===== src/rtl/adder_pkg.sv =====
// Shared types and elaboration helpers for the digit-serial adder.
package adder_pkg;

  typedef enum logic [1:0] {
    IDLE = 2'd0,
    RUN  = 2'd1,
    DONE = 2'd2
  } state_t;

  localparam int unsigned DEF_WIDTH = 8;
  localparam int unsigned DEF_DIGIT = 2;

  // Operand width must split into whole digits.
  function automatic bit digit_multiple_ok(input int unsigned width, input int unsigned digit);
    return (digit != 0) && ((width % digit) == 0);
  endfunction

  localparam bit DEF_SHAPE_OK = digit_multiple_ok(DEF_WIDTH, DEF_DIGIT);

  // Ceiling log2, never below 1 so a single-digit counter still has a bit.
  function automatic int unsigned clog2(input int unsigned v);
    int unsigned r;
    r = 0;
    while ((32'd1 << r) < v) r = r + 1;
    if (r == 0) r = 1;
    return r;
  endfunction

endpackage


===== src/rtl/digit_adder.sv =====
// Combinational DIGIT-bit ripple-carry adder, reused every cycle by the serial adder.
module digit_adder #(
  parameter int unsigned DIGIT = 2
) (
  input  logic [DIGIT-1:0] x,
  input  logic [DIGIT-1:0] y,
  input  logic             ci,
  output logic [DIGIT-1:0] s,
  output logic             co
);

  logic c;

  always_comb begin
    c = ci;
    s = '0;
    for (int i = 0; i < int'(DIGIT); i++) begin
      s[i] = x[i] ^ y[i] ^ c;
      c    = (x[i] & y[i]) | (c & (x[i] ^ y[i]));
    end
    co = c;
  end

endmodule


===== src/rtl/digit_serial_adder.sv =====
// Multi-cycle A+B+CIN adder processing DIGIT bits per clock with start/busy/done handshake.
// Optional subtract mode (A + ~B + 1) is enabled by defining ADDSUB_MODE_EN.
module digit_serial_adder
  import adder_pkg::*;
#(
  parameter int unsigned WIDTH = 8,
  parameter int unsigned DIGIT = 2
) (
  input  logic             clk,
  input  logic             rst,
  input  logic             start,
  input  logic [WIDTH-1:0] a,
  input  logic [WIDTH-1:0] b,
  input  logic             cin,
`ifdef ADDSUB_MODE_EN
  input  logic             sub,
`endif
  output logic             busy,
  output logic             done,
  output logic [WIDTH-1:0] sum,
  output logic             cout
);

  localparam int unsigned NDIG     = WIDTH / DIGIT;
  localparam int unsigned IDXW     = clog2(NDIG);
  localparam bit          SHAPE_OK = digit_multiple_ok(WIDTH, DIGIT);

  if (!SHAPE_OK) begin : g_bad_shape
    $error("digit_serial_adder: WIDTH must be a non-zero multiple of DIGIT");
  end

  state_t            state_q, state_d;
  logic [WIDTH-1:0]  a_q, a_d;
  logic [WIDTH-1:0]  b_q, b_d;
  logic              carry_q, carry_d;
  logic [IDXW-1:0]   idx_q, idx_d;
  logic              busy_d, done_d, cout_d;
  logic [WIDTH-1:0]  sum_d;

  logic [WIDTH-1:0]  b_cap;
  logic              carry_cap;
  logic [DIGIT-1:0]  dsum;
  logic              dco;

  // Operand conditioning at capture: subtraction folds into B inversion and a forced carry.
`ifdef ADDSUB_MODE_EN
  assign b_cap     = sub ? ~b : b;
  assign carry_cap = sub ? 1'b1 : cin;
`else
  assign b_cap     = b;
  assign carry_cap = cin;
`endif

  digit_adder #(.DIGIT(DIGIT)) u_digit (
    .x  (a_q[DIGIT-1:0]),
    .y  (b_q[DIGIT-1:0]),
    .ci (carry_q),
    .s  (dsum),
    .co (dco)
  );

  always_ff @(posedge clk) begin
    if (rst) begin
      state_q <= IDLE;
      a_q     <= '0;
      b_q     <= '0;
      carry_q <= 1'b0;
      idx_q   <= '0;
      busy    <= 1'b0;
      done    <= 1'b0;
      sum     <= '0;
      cout    <= 1'b0;
    end else begin
      state_q <= state_d;
      a_q     <= a_d;
      b_q     <= b_d;
      carry_q <= carry_d;
      idx_q   <= idx_d;
      busy    <= busy_d;
      done    <= done_d;
      sum     <= sum_d;
      cout    <= cout_d;
    end
  end

  always_comb begin
    state_d = state_q;
    a_d     = a_q;
    b_d     = b_q;
    carry_d = carry_q;
    idx_d   = idx_q;
    busy_d  = 1'b0;
    done_d  = 1'b0;
    sum_d   = sum;
    cout_d  = cout;

    case (state_q)
      IDLE, DONE: begin
        if (start) begin
          state_d = RUN;
          a_d     = a;
          b_d     = b_cap;
          carry_d = carry_cap;
          idx_d   = '0;
          busy_d  = 1'b1;
        end else begin
          state_d = IDLE;
        end
      end
      RUN: begin
        busy_d  = 1'b1;
        a_d     = a_q >> DIGIT;
        b_d     = b_q >> DIGIT;
        // New digit enters at the MSB; after NDIG steps the first digit lands at bit 0.
        sum_d   = WIDTH'({dsum, sum} >> DIGIT);
        carry_d = dco;
        idx_d   = idx_q + IDXW'(1);
        if (idx_q == IDXW'(NDIG - 1)) begin
          state_d = DONE;
          busy_d  = 1'b0;
          done_d  = 1'b1;
          cout_d  = dco;
        end
      end
      default: state_d = IDLE;
    endcase
  end

endmodule


===== config.mk =====
export PLATFORM = sky130hd
export DESIGN_NAME = digit_serial_adder
export DESIGN_NICKNAME = d
export VERILOG_FILES = /design/src/rtl/adder_pkg.sv /design/src/rtl/digit_adder.sv /design/src/rtl/digit_serial_adder.sv
export SDC_FILE = /design/constraint.sdc
export NUM_CORES = 1
export LEC_CHECK = 0
export ABC_AREA = 1
export BUFFER_PORTS_ARGS = -buffer_cell sky130_fd_sc_hd__buf_2
export CORE_AREA = 2 2 54 106
export DETAILED_ROUTE_END_ITERATION = 10
export DIE_AREA = 0 0 56 108
export GPL_ROUTABILITY_DRIVEN = 0
export SLEW_MARGIN = 30
export SYNTH_ARGS = -nofsm -noshare
export SYNTH_HDL_FRONTEND = slang
export SYNTH_HIERARCHICAL = 1
export SYNTH_SLANG_ARGS = --single-unit

===== constraint.sdc =====
create_clock -name clk -period 2 [get_ports clk]
set_input_delay 0.4 -clock clk [delete_from_list [all_inputs] [get_ports clk]]
set_output_delay 0.4 -clock clk [all_outputs]
set_load 0.01 [all_outputs]

Word-level counts from Yosys, hierarchy flattened
Cells that the tools add are included.
Word-level totals
  register bits: 32
  bits in latches: 0
  RAM bits: 0
  memory bits (read-only): 0
  input port bits: 20
  output and inout bits: 11
  word-level logic and storage cells: 47
  memories kept: 0
Operators by class
  add/sub/neg operators: 1
  $mul: 0
  div/mod/pow operators: 0
  magnitude comparators: 0
  equal/unequal tests: 5
  shifts and indexed selects: 0
  multiplexer cells: 15
  bitwise logic cells: 11
  reduce and logical (&&, ||, !) cells: 6
Operators by type and width (count)
  8-bit one-hot mux with 2 select lines: 2
  8-bit two-way mux: 2
  2-bit one-hot mux with 2 select lines: 2
  1-bit two-way mux: 5
  1-bit bitwise AND: 4
  2-bit equality test (second input constant): 2
  2-bit two-way mux: 2
  2-bit inequality test (second input constant): 2
  1-bit one-hot mux with 2 select lines: 2
  2-bit AND reduction: 2
  2-bit OR reduction: 2
  1-bit XOR: 4
  2-bit by 1-bit adder with 2-bit output (second input constant): 1
  2-bit by 1-bit equality test with 1-bit output (second input constant): 1
  2-bit zero test: 1
  1-bit OR: 2
  2-bit nonzero test: 1
  1-bit NOT: 1

Depth between registers and ports, before layout
Gate-level depths: netlist (run 1).
  depth after elaboration: 6
  gate-level depth with buffers: 10
  gate-level depth less buffers: 10

Cells and area by module
Netlist (run 1), hierarchy kept.
Modules (own cells, without submodules)
  digit_serial_adder: times used 1, cells each 206, area each 1437.6 um2, sequential area each 640.6 um2
  digit_adder: times used 1, cells each 10, area each 70.1 um2, sequential area each 0.0 um2

Worst setup path after synthesis (run 1)
OpenSTA, ideal clock, no wires.
  path kind: flip-flop to flip-flop
  start: register b_q[0]
  end: register sum[7]
  setup time: 0.116 ns
  arrival: 1.457 ns
  required time: 1.884 ns
  slack: 0.427 ns
  cell stages (with the launch flop): 7
  buffers on the path: 0
  clock period less this slack: 1.573 ns
  path through: dfxtp_1 inv_1 fa_1 fa_1 inv_1 o21ai_0 nor2_1
Between the ends
  longest elaborated chain between the ends: 4
  elaborated cells between the ends (all ways): 5
  classes of those cells: bitwise: 5
Ends and longest elaborated chain
  start: declaration: RTL line digit_serial_adder.sv:34  | logic [WIDTH-1:0] b_q, b_d;
  start signal: assignment: RTL line digit_serial_adder.sv:66  | b_q <= '0;
  start signal: assignment: RTL line digit_serial_adder.sv:76  | b_q <= b_d;
  1-bit XOR: RTL line digit_adder.sv:19  | c = (x[i] & y[i]) | (c & (x[i] ^ y[i]));
  1-bit bitwise AND: RTL line digit_adder.sv:19
  1-bit OR (*): RTL line digit_adder.sv:19
  1-bit XOR (*): RTL line digit_adder.sv:18  | s[i] = x[i] ^ y[i] ^ c;
  net dsum[1]: RTL line digit_serial_adder.sv:42  | logic [DIGIT-1:0] dsum;
  end signal: assignment: RTL line digit_serial_adder.sv:81  | sum <= sum_d;
  end: declaration: RTL line digit_serial_adder.sv:20  | output logic [WIDTH-1:0] sum,
The timed path passes the listed nets; every way through them passes the cells marked *.
A chain may end at the register's enable or synchronous reset.

Worst setup path after layout (run 1)
  start: register b_q[0]
  end: register carry_q
Between the ends
  longest elaborated chain between the ends: 6
  elaborated cells between the ends (all ways): 7
  classes of those cells: mux: 1; bitwise: 6
Ends and longest elaborated chain
  1-bit XOR: RTL line digit_adder.sv:19
  1-bit bitwise AND: RTL line digit_adder.sv:19
  1-bit OR (*): RTL line digit_adder.sv:19
  1-bit bitwise AND (*): RTL line digit_adder.sv:19
  1-bit OR (*): RTL line digit_adder.sv:19
  net dco: RTL line digit_serial_adder.sv:43  | logic dco;
  1-bit one-hot mux with 2 select lines (*): RTL line digit_serial_adder.sv:97  | case (state_q)
  end signal: assignment: RTL line digit_serial_adder.sv:77  | carry_q <= carry_d;
  end: declaration: RTL line digit_serial_adder.sv:35  | logic carry_q, carry_d;
Marks and branches as above.

==> reports/qor.yml, run 1 <==
grtUsageTotal_pct: 11.78
synthAdderAreaFrac_pct: 3.485
port_buffers: 30
clock_skew_ns: 0.007099
setup_viol_count_final: 0
synth_cells: 216
yosysMostFrequentCell: "nor2_1"
ioPinCount: 31
synth_mux_area_share_pct: 0
synth-simple-area-share_pct: 33.03
hold_start: "b[5]"
dr.pass1.iters: 4
cts.htree.levels: 2
synth-seq-cells: 32
path_max_fanout: 2
synth_ff_type: "dfxtp_1"
status: "complete, no violations"
fin_nets: 267
tns_ns: 0
cts_tree: "yes"
drt-initial-drc-count: 39
drc: 0
hold_buffers: 0
tightest_slew_ns: 0.4978
numCtsBuffers: 5
rsz0062_at_grt: "no"
areaGrowthSynthToFinish_pct: 16.35
antenna_cells: 0
drt-vias-per-instance: 4.459
synth_top_area_share_pct: 42.49
die-height_um: 108
hold_path.class: "in -> reg"
r2r-start: "b_q[0]"
via_count: 1351
hold_viol: 0
arrival_ns: 1.87
synthArstFlopShare_pct: 0
row_count: 37
grt_pass1_vias: 1269
synth_top_cells_by_count: "44 x nor2_1, 36 x inv_1, 35 x nand2_1"
synth_area_sq_mm: 0.001508
wl_met2_um: 1616
setup_slack_ns: 0.3519
endpoint_kind: "register"
cts_buffer_depth: 2
total_power_mw: 1.485
core_area_sq_mm: 0.005185
drv_cap: 0
drive_above_1_share_pct: 18.37
grt_max_degree: 36
finalCoreUtilization_pct: 33.83
slew_viol_final: 0
max_freq_mhz: 606.8
synth_nets: 239
clock_sinks: 32
cp.required_ns: 2.23
synth_area_leader_cell: "dfxtp_1"
cts.clk_slew.worst_paths_ns: 0.07
wl_um: 3250
peakVddDrop_mv: 0.5434
syn_area_per_cell_sq_um: 6.980
root_buffer: "clkbuf_8"
die_area_sq_mm: 0.006048
dr_wl_met3_um: 173
synth_edf_count: 0
seq_area_frac_synth_pct: 42.49
synth_xor_area_share_pct: 0
drt-met1-wl_um: 1337
die_w_um: 56
finalCritPeriodShare_pct: 82.40
slew_headroom_pct: 66.69
antenna_found_initial: 0
wl_per_cell_um: 10.73
gr-total-overflow: 0
synth_compound_area_share_pct: 5.975
synthDistinctLibCells: 17
ys_warn_count: 6
startpoint: "b_q[0]"
synth_top_cells_by_area: "dfxtp_1 42%, nor2_1 11%, inv_1 9.0%"
critPathKind: "reg -> reg"
dpl.hpwl_um: 2199
clk_latency_ns: 0.28
post_cts_resize_count: 0
grt_pass1_wl_um: 5561
top_layer: "met4"
initial_utilization_pct: 29.08
dp_slack_ns: 0.3647
power.density_mw_per_mm2: 846.3
leakagePower_nw: 0.9106
detail-route-antenna-nets: 0
synth_top_family_by_area: "simple AND/OR/NAND/NOR gates"
cp-start-kind: "register"
layout_min_cycle_time_ns: 1.648
cts_setup_buffers: 0
==> critical path, stage by stage (launching register included) <==
cell	delay, ns
dfxtp_1	0.33
inv_1	0.06
fa_1	0.43
fa_1	0.37
inv_1	0.09
inv_1	0.04
nand3_1	0.07
nand2_1	0.05
inv_1	0.05
nand2_1	0.04
nor2_1	0.07
==> routing by layer <==
layer,global-route usage (%),vias to the layer above
met2,19.33,36
li1,-,705
met3,3.828,11
met1,12.89,599
met5,0,-
met4,7.483,0
==> placed cells by master (no fill, tap or decap), drive strengths merged <==
master   n
fa       2
clkinv   2
nand3   27
dfxtp   32
inv     38
ha       1
nand2   37
a21oi    9
nand3b   5
buf     32
o21ai    9
nor2    45
clkbuf   6
==> power breakdown <==
group | total [mW] | switching [mW] | internal (mW) | leakage [nW]
logic | 0.257 | 0.155 | 0.102 | 0.596
registers | 0.718 | 0.0266 | 0.691 | 0.264
clock network | 0.510 | 0.236 | 0.274 | 0.0510
==> cell families after synthesis <==
| kind of cell | count (synthesis) |
|---|---|
| AO/OA/AOI/OAI | 18 |
| adder cells (fa/ha/maj) | 3 |
| buffers and inverters | 49 |
| flip-flops | 32 |
| AND/OR/NAND/NOR | 114 |
==> stage by stage <==
| stage | hold WS [ns] | cell area, sq um | std cells |
|---|---|---|---|
| 2_1_floorplan | 0.4283 | 1508 | 216 |
| 3_3_place_gp | 0.4461 | 1662 | 295 |
| 3_5_place_dp | 0.4489 | 1662 | 295 |
| 4_1_cts | 0.3261 | 1754 | 303 |
| 5_1_grt | 0.3375 | 1754 | 303 |
| 6_report | 0.3321 | 1754 | 303 |
==> sequential cells by signal (all words and copies together) (netlist names) <==
register	flops
a_q	8
b_q	8
busy	1
carry_q	1
cout	1
done	1
idx_q	2
state_q	2
sum	8
==> cell type report <==
class	instances	area, sq um
clock buffers	6	82.58
inverters	38	142.6
clock inverters	2	10.01
repair buffers	32	165.2
flip-flops and latches	32	640.6
multi-input cells	135	640.6
fillers	608	3431
well taps	58	72.57
==> path summary, 6_finish.rpt <==
kind	depth (start not counted)	end	slack, ns
max	10	carry_q	0.35
min	3	b_q[5]	0.33
max reg2reg	10	carry_q	0.35
min reg2reg	1	idx_q[0]	0.46
Note: power is estimated with default switching activity, not from simulation.
==> run 2: changes to the inputs <==
==> constraint.sdc (replaced) <==
create_clock -name clk -period 1.5 [get_ports clk]
set_input_delay 0.3 -clock clk [delete_from_list [all_inputs] [get_ports clk]]
set_output_delay 0.3 -clock clk [all_outputs]
set_load 0.01 [all_outputs]
==> reports/qor.yml, run 2 (synthesis gave the netlist of run 1 again) <==
top_layer: "met4"  # unchanged
fin_nets: 275  # was 267
row_count: 37  # unchanged
status: "complete, but fails checks"  # was complete, no violations
reg.largest.list: "a_q x8, b_q x8, sum x8"  # unchanged
core_area_sq_mm: 0.005185  # unchanged
tightest_slew_ns: 0.3269  # was 0.4978 ns
ff2ff_setup_slack_ns: -0.05  # was 0.35 ns
cts_tree: "yes"  # unchanged
clock_sinks: 32  # unchanged
rsz0062_at_grt: "yes"  # was no
wl_um: 3274  # was 3250 um
cp.required_ns: 1.68  # was 2.23 ns
final_cell_mix: "44 x nor2_1, 35 x nand2_1, 33 x inv_1"  # was 44 x nor2_1, 36 x inv_1, 35 x nand2_1
cp-start-kind: "register"  # unchanged
grtUsageTotal_pct: 11.90  # was 11.78%
grt_pass1_vias: 1336  # was 1,269
wl_met2_um: 1759  # was 1616 um
cts.htree.levels: 2  # unchanged
dp_slack_ns: -0.05382  # was 0.3647 ns
stdcell_count: 311  # was 303
total_power_mw: 2.010  # was 1.485 mW
dpl.hpwl_um: 2348  # was 2199 um
endpoint: "sum[7]"  # was carry_q
slew_headroom_pct: 78.19  # was 66.69%
power.density_mw_per_mm2: 1101  # was 846.3 mW/mm^2
die_w_um: 56  # unchanged
antenna_found_initial: 0  # unchanged
drt-vias-per-instance: 4.466  # was 4.459
cts_buffer_depth: 2  # unchanged
arrival_ns: 1.73  # was 1.87 ns
clock_skew_ns: 0.004403  # was 0.007099 ns
initial_utilization_pct: 29.08  # unchanged
r2r-start: "carry_q"  # was b_q[0]
via_count: 1389  # was 1,351
cts.clk_slew.worst_paths_ns: 0.06  # was 0.07 ns
leakagePower_nw: 0.9434  # was 0.9106 nW
startpoint: "carry_q"  # was b_q[0]
wl_per_cell_um: 10.53  # was 10.73 um
clk_latency_ns: 0.28  # about the same
dr_wl_met3_um: 134  # was 173 um
drt-initial-drc-count: 31  # was 39
dr.pass1.iters: 4  # unchanged
grt_max_degree: 31  # was 36
gr-total-overflow: 0  # unchanged
peakVddDrop_mv: 0.6579  # was 0.5434 mV
port_buffers: 30  # unchanged
drive_above_1_share_pct: 23.72  # was 18.37%
cts_setup_buffers: 0  # unchanged
final_common_cell: "nor2_1"  # unchanged
tns_ns: -0.04941  # was 0 ns
areaGrowthSynthToFinish_pct: 21.08  # was 16.35%
drv_cap: 0  # unchanged
hold_buffers: 0  # unchanged
antenna_cells: 0  # unchanged
max_freq_mhz: 645.4  # was 606.8 MHz
postPlaceCellArea_sq_mm: 0.001724  # was 0.001662 sq mm
die_area_sq_mm: 0.006048  # unchanged
root_buffer: "clkbuf_8"  # unchanged
detail-route-antenna-nets: 0  # unchanged
finalCritPeriodShare_pct: 103.3  # was 82.40%
drc: 0  # unchanged
violations: "setup timing"
path_max_fanout: 2  # unchanged
setup_viol_count_final: 1  # was 0
ioPinCount: 31  # unchanged
worstRegToRegCells: 6  # was 10
place_inst: 303  # was 295
finish.instance_area_sq_mm: 0.001826  # was 0.001754 sq mm
hold_viol: 0  # unchanged
setup_slack_ns: -0.04941  # was 0.3519 ns
drt-met1-wl_um: 1275  # was 1337 um
grt_pass1_wl_um: 5637  # was 5561 um
r2r-end: "sum[7]"  # was carry_q
critPathKind: "reg -> reg"  # unchanged
endpoint_kind: "register"  # unchanged
numCtsBuffers: 5  # unchanged
slew_viol_final: 0  # unchanged
die-height_um: 108  # unchanged
hold_path.class: "in -> reg"  # unchanged
layout_min_cycle_time_ns: 1.549  # was 1.648 ns
[run 2: how the worst min path moves through the flow]
stage	from	to	slack [ns]	cells past startpoint
2_1_floorplan	idx_q[0]	idx_q[0]	0.43	1
3_3_place_gp	idx_q[0]	idx_q[0]	0.45	1
3_5_place_dp	idx_q[0]	idx_q[0]	0.46	1
4_1_cts	a[4]	a_q[4]	0.23	3
5_1_grt	a[1]	a_q[1]	0.23	3
6_report	a[1]	a_q[1]	0.24	3
[run 2: area by class of cell]
type | instances | area, sq um
flip-flops and latches | 32 | 644.4
multi-input cells | 135 | 650.6
repair buffers | 40 | 225.2
clock buffers | 8 | 90.09
inverters | 38 | 142.6
well taps | 58 | 72.57
fillers | 600 | 3359
[run 2: routing by layer]
| layer | track usage (%) | up-vias |
|---|---|---|
| li1 | - | 723 |
| met1 | 11.40 | 631 |
| met2 | 21.68 | 25 |
| met3 | 3.589 | 10 |
| met4 | 7.313 | 0 |
| met5 | 0 | - |
[run 2: power breakdown]
part	leakage (nW)	internal [mW]	switching [mW]
Combinational	0.633	0.157	0.218
Sequential	0.265	0.924	0.0323
Clock	0.0455	0.374	0.306
[run 2: timing repair]
action	in CTS	in global routing
pin swaps	1	1
resized for setup	6	2
endpoints found under the setup margin	2	2
cloned	0	0
[run 2: through the flow]
stage	utilization [%]	hold slack [ns]
5_1_grt	35.21	0.2334
3_5_place_dp	33.25	0.4582
6_report	35.21	0.2360
3_3_place_gp	33.25	0.4477
2_1_floorplan	-	0.4283
4_1_cts	35.11	0.2274
[run 2: worst max-delay path: stages, from the launching register on]
cell and delay [ns]:
dfxtp_2 0.33, inv_2 0.04, fa_2 0.38, fa_2 0.52, inv_1 0.03, o21ai_1 0.10
nor2_1 0.04
==> run 3: changes to the inputs <==
--- a/config.mk
+++ b/config.mk
@@ -7,10 +7,13 @@
 export LEC_CHECK = 0
 export ABC_AREA = 1
 export BUFFER_PORTS_ARGS = -buffer_cell sky130_fd_sc_hd__buf_2
+export CELL_PAD_IN_SITES_DETAIL_PLACEMENT = 0
+export CELL_PAD_IN_SITES_GLOBAL_PLACEMENT = 1
 export CORE_AREA = 2 2 54 106
 export DETAILED_ROUTE_END_ITERATION = 10
 export DIE_AREA = 0 0 56 108
 export GPL_ROUTABILITY_DRIVEN = 0
+export PLACE_DENSITY_LB_ADDON = 0.1
 export SLEW_MARGIN = 30
 export SYNTH_ARGS = -nofsm -noshare
 export SYNTH_HDL_FRONTEND = slang
==> reports/qor.yml, run 3 (synthesis gave the netlist of run 1 again) <==
clock_sinks: 32  # unchanged
slowest_stage: "fa_2"  # unchanged
drive_above_1_share_pct: 23.20  # was 23.72%
grtUsageTotal_pct: 13.12  # was 11.90%
hold_buffers: 0  # unchanged
clk_latency_ns: 0.28  # about the same
cts_buffer_depth: 2  # unchanged
holdPathStages: 3  # unchanged
arrival_ns: 1.72  # was 1.73 ns
dr.pass1.iters: 4  # unchanged
initial_utilization_pct: 29.08  # unchanged
fin_nets: 273  # was 275
root_buffer: "clkbuf_8"  # unchanged
r2r-start: "carry_q"  # unchanged
cp-start-kind: "register"  # unchanged
status: "complete, but fails checks"  # unchanged
grt_pass1_vias: 1399  # was 1,336
startpoint: "carry_q"  # unchanged
endpoint: "sum[7]"  # unchanged
max_freq_mhz: 649.9  # was 645.4 MHz
r2r-end: "sum[7]"  # unchanged
row_count: 37  # unchanged
die_w_um: 56  # unchanged
drv_cap: 0  # unchanged
violations: "setup timing"  # unchanged
slew_viol_final: 0  # unchanged
drt-vias-per-instance: 4.435  # was 4.466
hold_path.class: "in -> reg"  # unchanged
cts.clk_slew.worst_paths_ns: 0.07  # was 0.06 ns
final_cell_mix: "44 x nor2_1, 35 x nand2_1, 32 x inv_1"  # was 44 x nor2_1, 35 x nand2_1, 33 x inv_1
slew_headroom_pct: 74.78  # was 78.19%
port_buffers: 30  # unchanged
rsz0062_at_grt: "yes"  # unchanged
hold-worst-slack_ns: 0.2343  # was 0.2360 ns
numCtsBuffers: 5  # unchanged
wl_um: 3585  # was 3274 um
peakVddDrop_mv: 0.5948  # was 0.6579 mV
antenna_cells: 0  # unchanged
leakagePower_nw: 0.9331  # was 0.9434 nW
tightest_slew_ns: 0.3779  # was 0.3269 ns
cts_tree: "yes"  # unchanged
setup_slack_ns: -0.03860  # was -0.04941 ns
die-height_um: 108  # unchanged
core_area_sq_mm: 0.005185  # unchanged
areaGrowthSynthToFinish_pct: 20.00  # was 21.08%
via_count: 1366  # was 1,389
detail-route-antenna-nets: 0  # unchanged
hold_viol: 0  # unchanged
critPathKind: "reg -> reg"  # unchanged
setup_viol_count_final: 2  # was 1
drc: 0  # unchanged
grt_pass1_wl_um: 6106  # was 5637 um
finalCritPeriodShare_pct: 102.6  # was 103.3%
clock_skew_ns: 0.008177  # was 0.004403 ns
ff2ff_setup_slack_ns: -0.04  # was -0.05 ns
dp_slack_ns: -0.06790  # was -0.05382 ns
gr-total-overflow: 0  # unchanged
reg.largest.list: "a_q x8, b_q x8, sum x8"  # unchanged
die_area_sq_mm: 0.006048  # unchanged
endpoint_kind: "register"  # unchanged
path_cells: "inv_2 > fa_2 > fa_2 > inv_2 > o21ai_1 > nor2_1"  # was inv_2 > fa_2 > fa_2 > inv_1 > o21ai_1 > nor2_1
final_common_cell: "nor2_1"  # unchanged
dpl.hpwl_um: 2407  # was 2348 um
wl_per_cell_um: 11.64  # was 10.53 um
path_max_fanout: 2  # unchanged
cp_slowest_stage_delay_ns: 0.53  # was 0.52 ns
antenna_found_initial: 0  # unchanged
layout_min_cycle_time_ns: 1.539  # was 1.549 ns
worstRegToRegCells: 6  # unchanged
cp.required_ns: 1.68  # about the same
drt-initial-drc-count: 24  # was 31
power.density_mw_per_mm2: 1083  # was 1101 mW/mm^2
ioPinCount: 31  # unchanged
cts.htree.levels: 2  # unchanged
grt_max_degree: 36  # was 31
-- run 3: worst min-delay path by stage --
stage | start | end | slack (ns)
floorplan | idx_q[0] | idx_q[0] | 0.43
global placement | idx_q[0] | idx_q[0] | 0.44
detailed placement | idx_q[0] | idx_q[0] | 0.45
CTS | b[5] | b_q[5] | 0.23
global route | a[4] | a_q[4] | 0.24
finish | b[5] | b_q[5] | 0.23
-- run 3: final cells by class --
cell class,count,area [sq um]
timing repair buffer,38,222.7
tap,58,72.57
sequential,32,643.1
clock inverter,1,5.005
clock buffer,6,72.57
inverter,38,142.6
fill,602,3376
multi-input combinational,135,650.6
-- run 3: repair_timing --
item,4_1_cts,5_1_grt
pin swaps,3,1
setup endpoints to repair,3,3
buffers inserted,0,0
gates resized for setup,5,3
-- run 3: power by group --
group | internal (mW) | switching, mW | total, mW
sequential | 0.923 | 0.0298 | 0.952
clock | 0.315 | 0.310 | 0.625
combinational | 0.159 | 0.223 | 0.381
-- run 3: per-layer routing --
layer,vias to the layer above,track usage [%],wire length (um)
met5,-,0,0
met4,0,5.612,68
met3,6,2.871,123
met2,25,25.29,1958
met1,612,13.10,1435
li1,723,-,-
-- run 3: worst max-delay path: cells and delay by family, from the launching register on --
family	cells	cell delay (ns)
flip-flops	1	0.33
AND/OR/NAND/NOR	1	0.05
AO/OA/AOI/OAI	1	0.10
adder cells (fa/ha/maj)	2	0.91
buffers and inverters	2	0.07
-- run 3: stage by stage --
stage               cells  total power, mW  setup TNS (ns)  util [%]  area, sq um
finish                308            1.959        -0.04377     34.89         1809
global route          308            2.106         -0.2627     34.89         1809
CTS                   308            1.999        -0.05151     34.80         1804
detailed placement    301            1.353         -0.1650     33.20         1722
global placement      301            1.353         -0.1343     33.20         1722
floorplan             216            1.244               0         -         1510
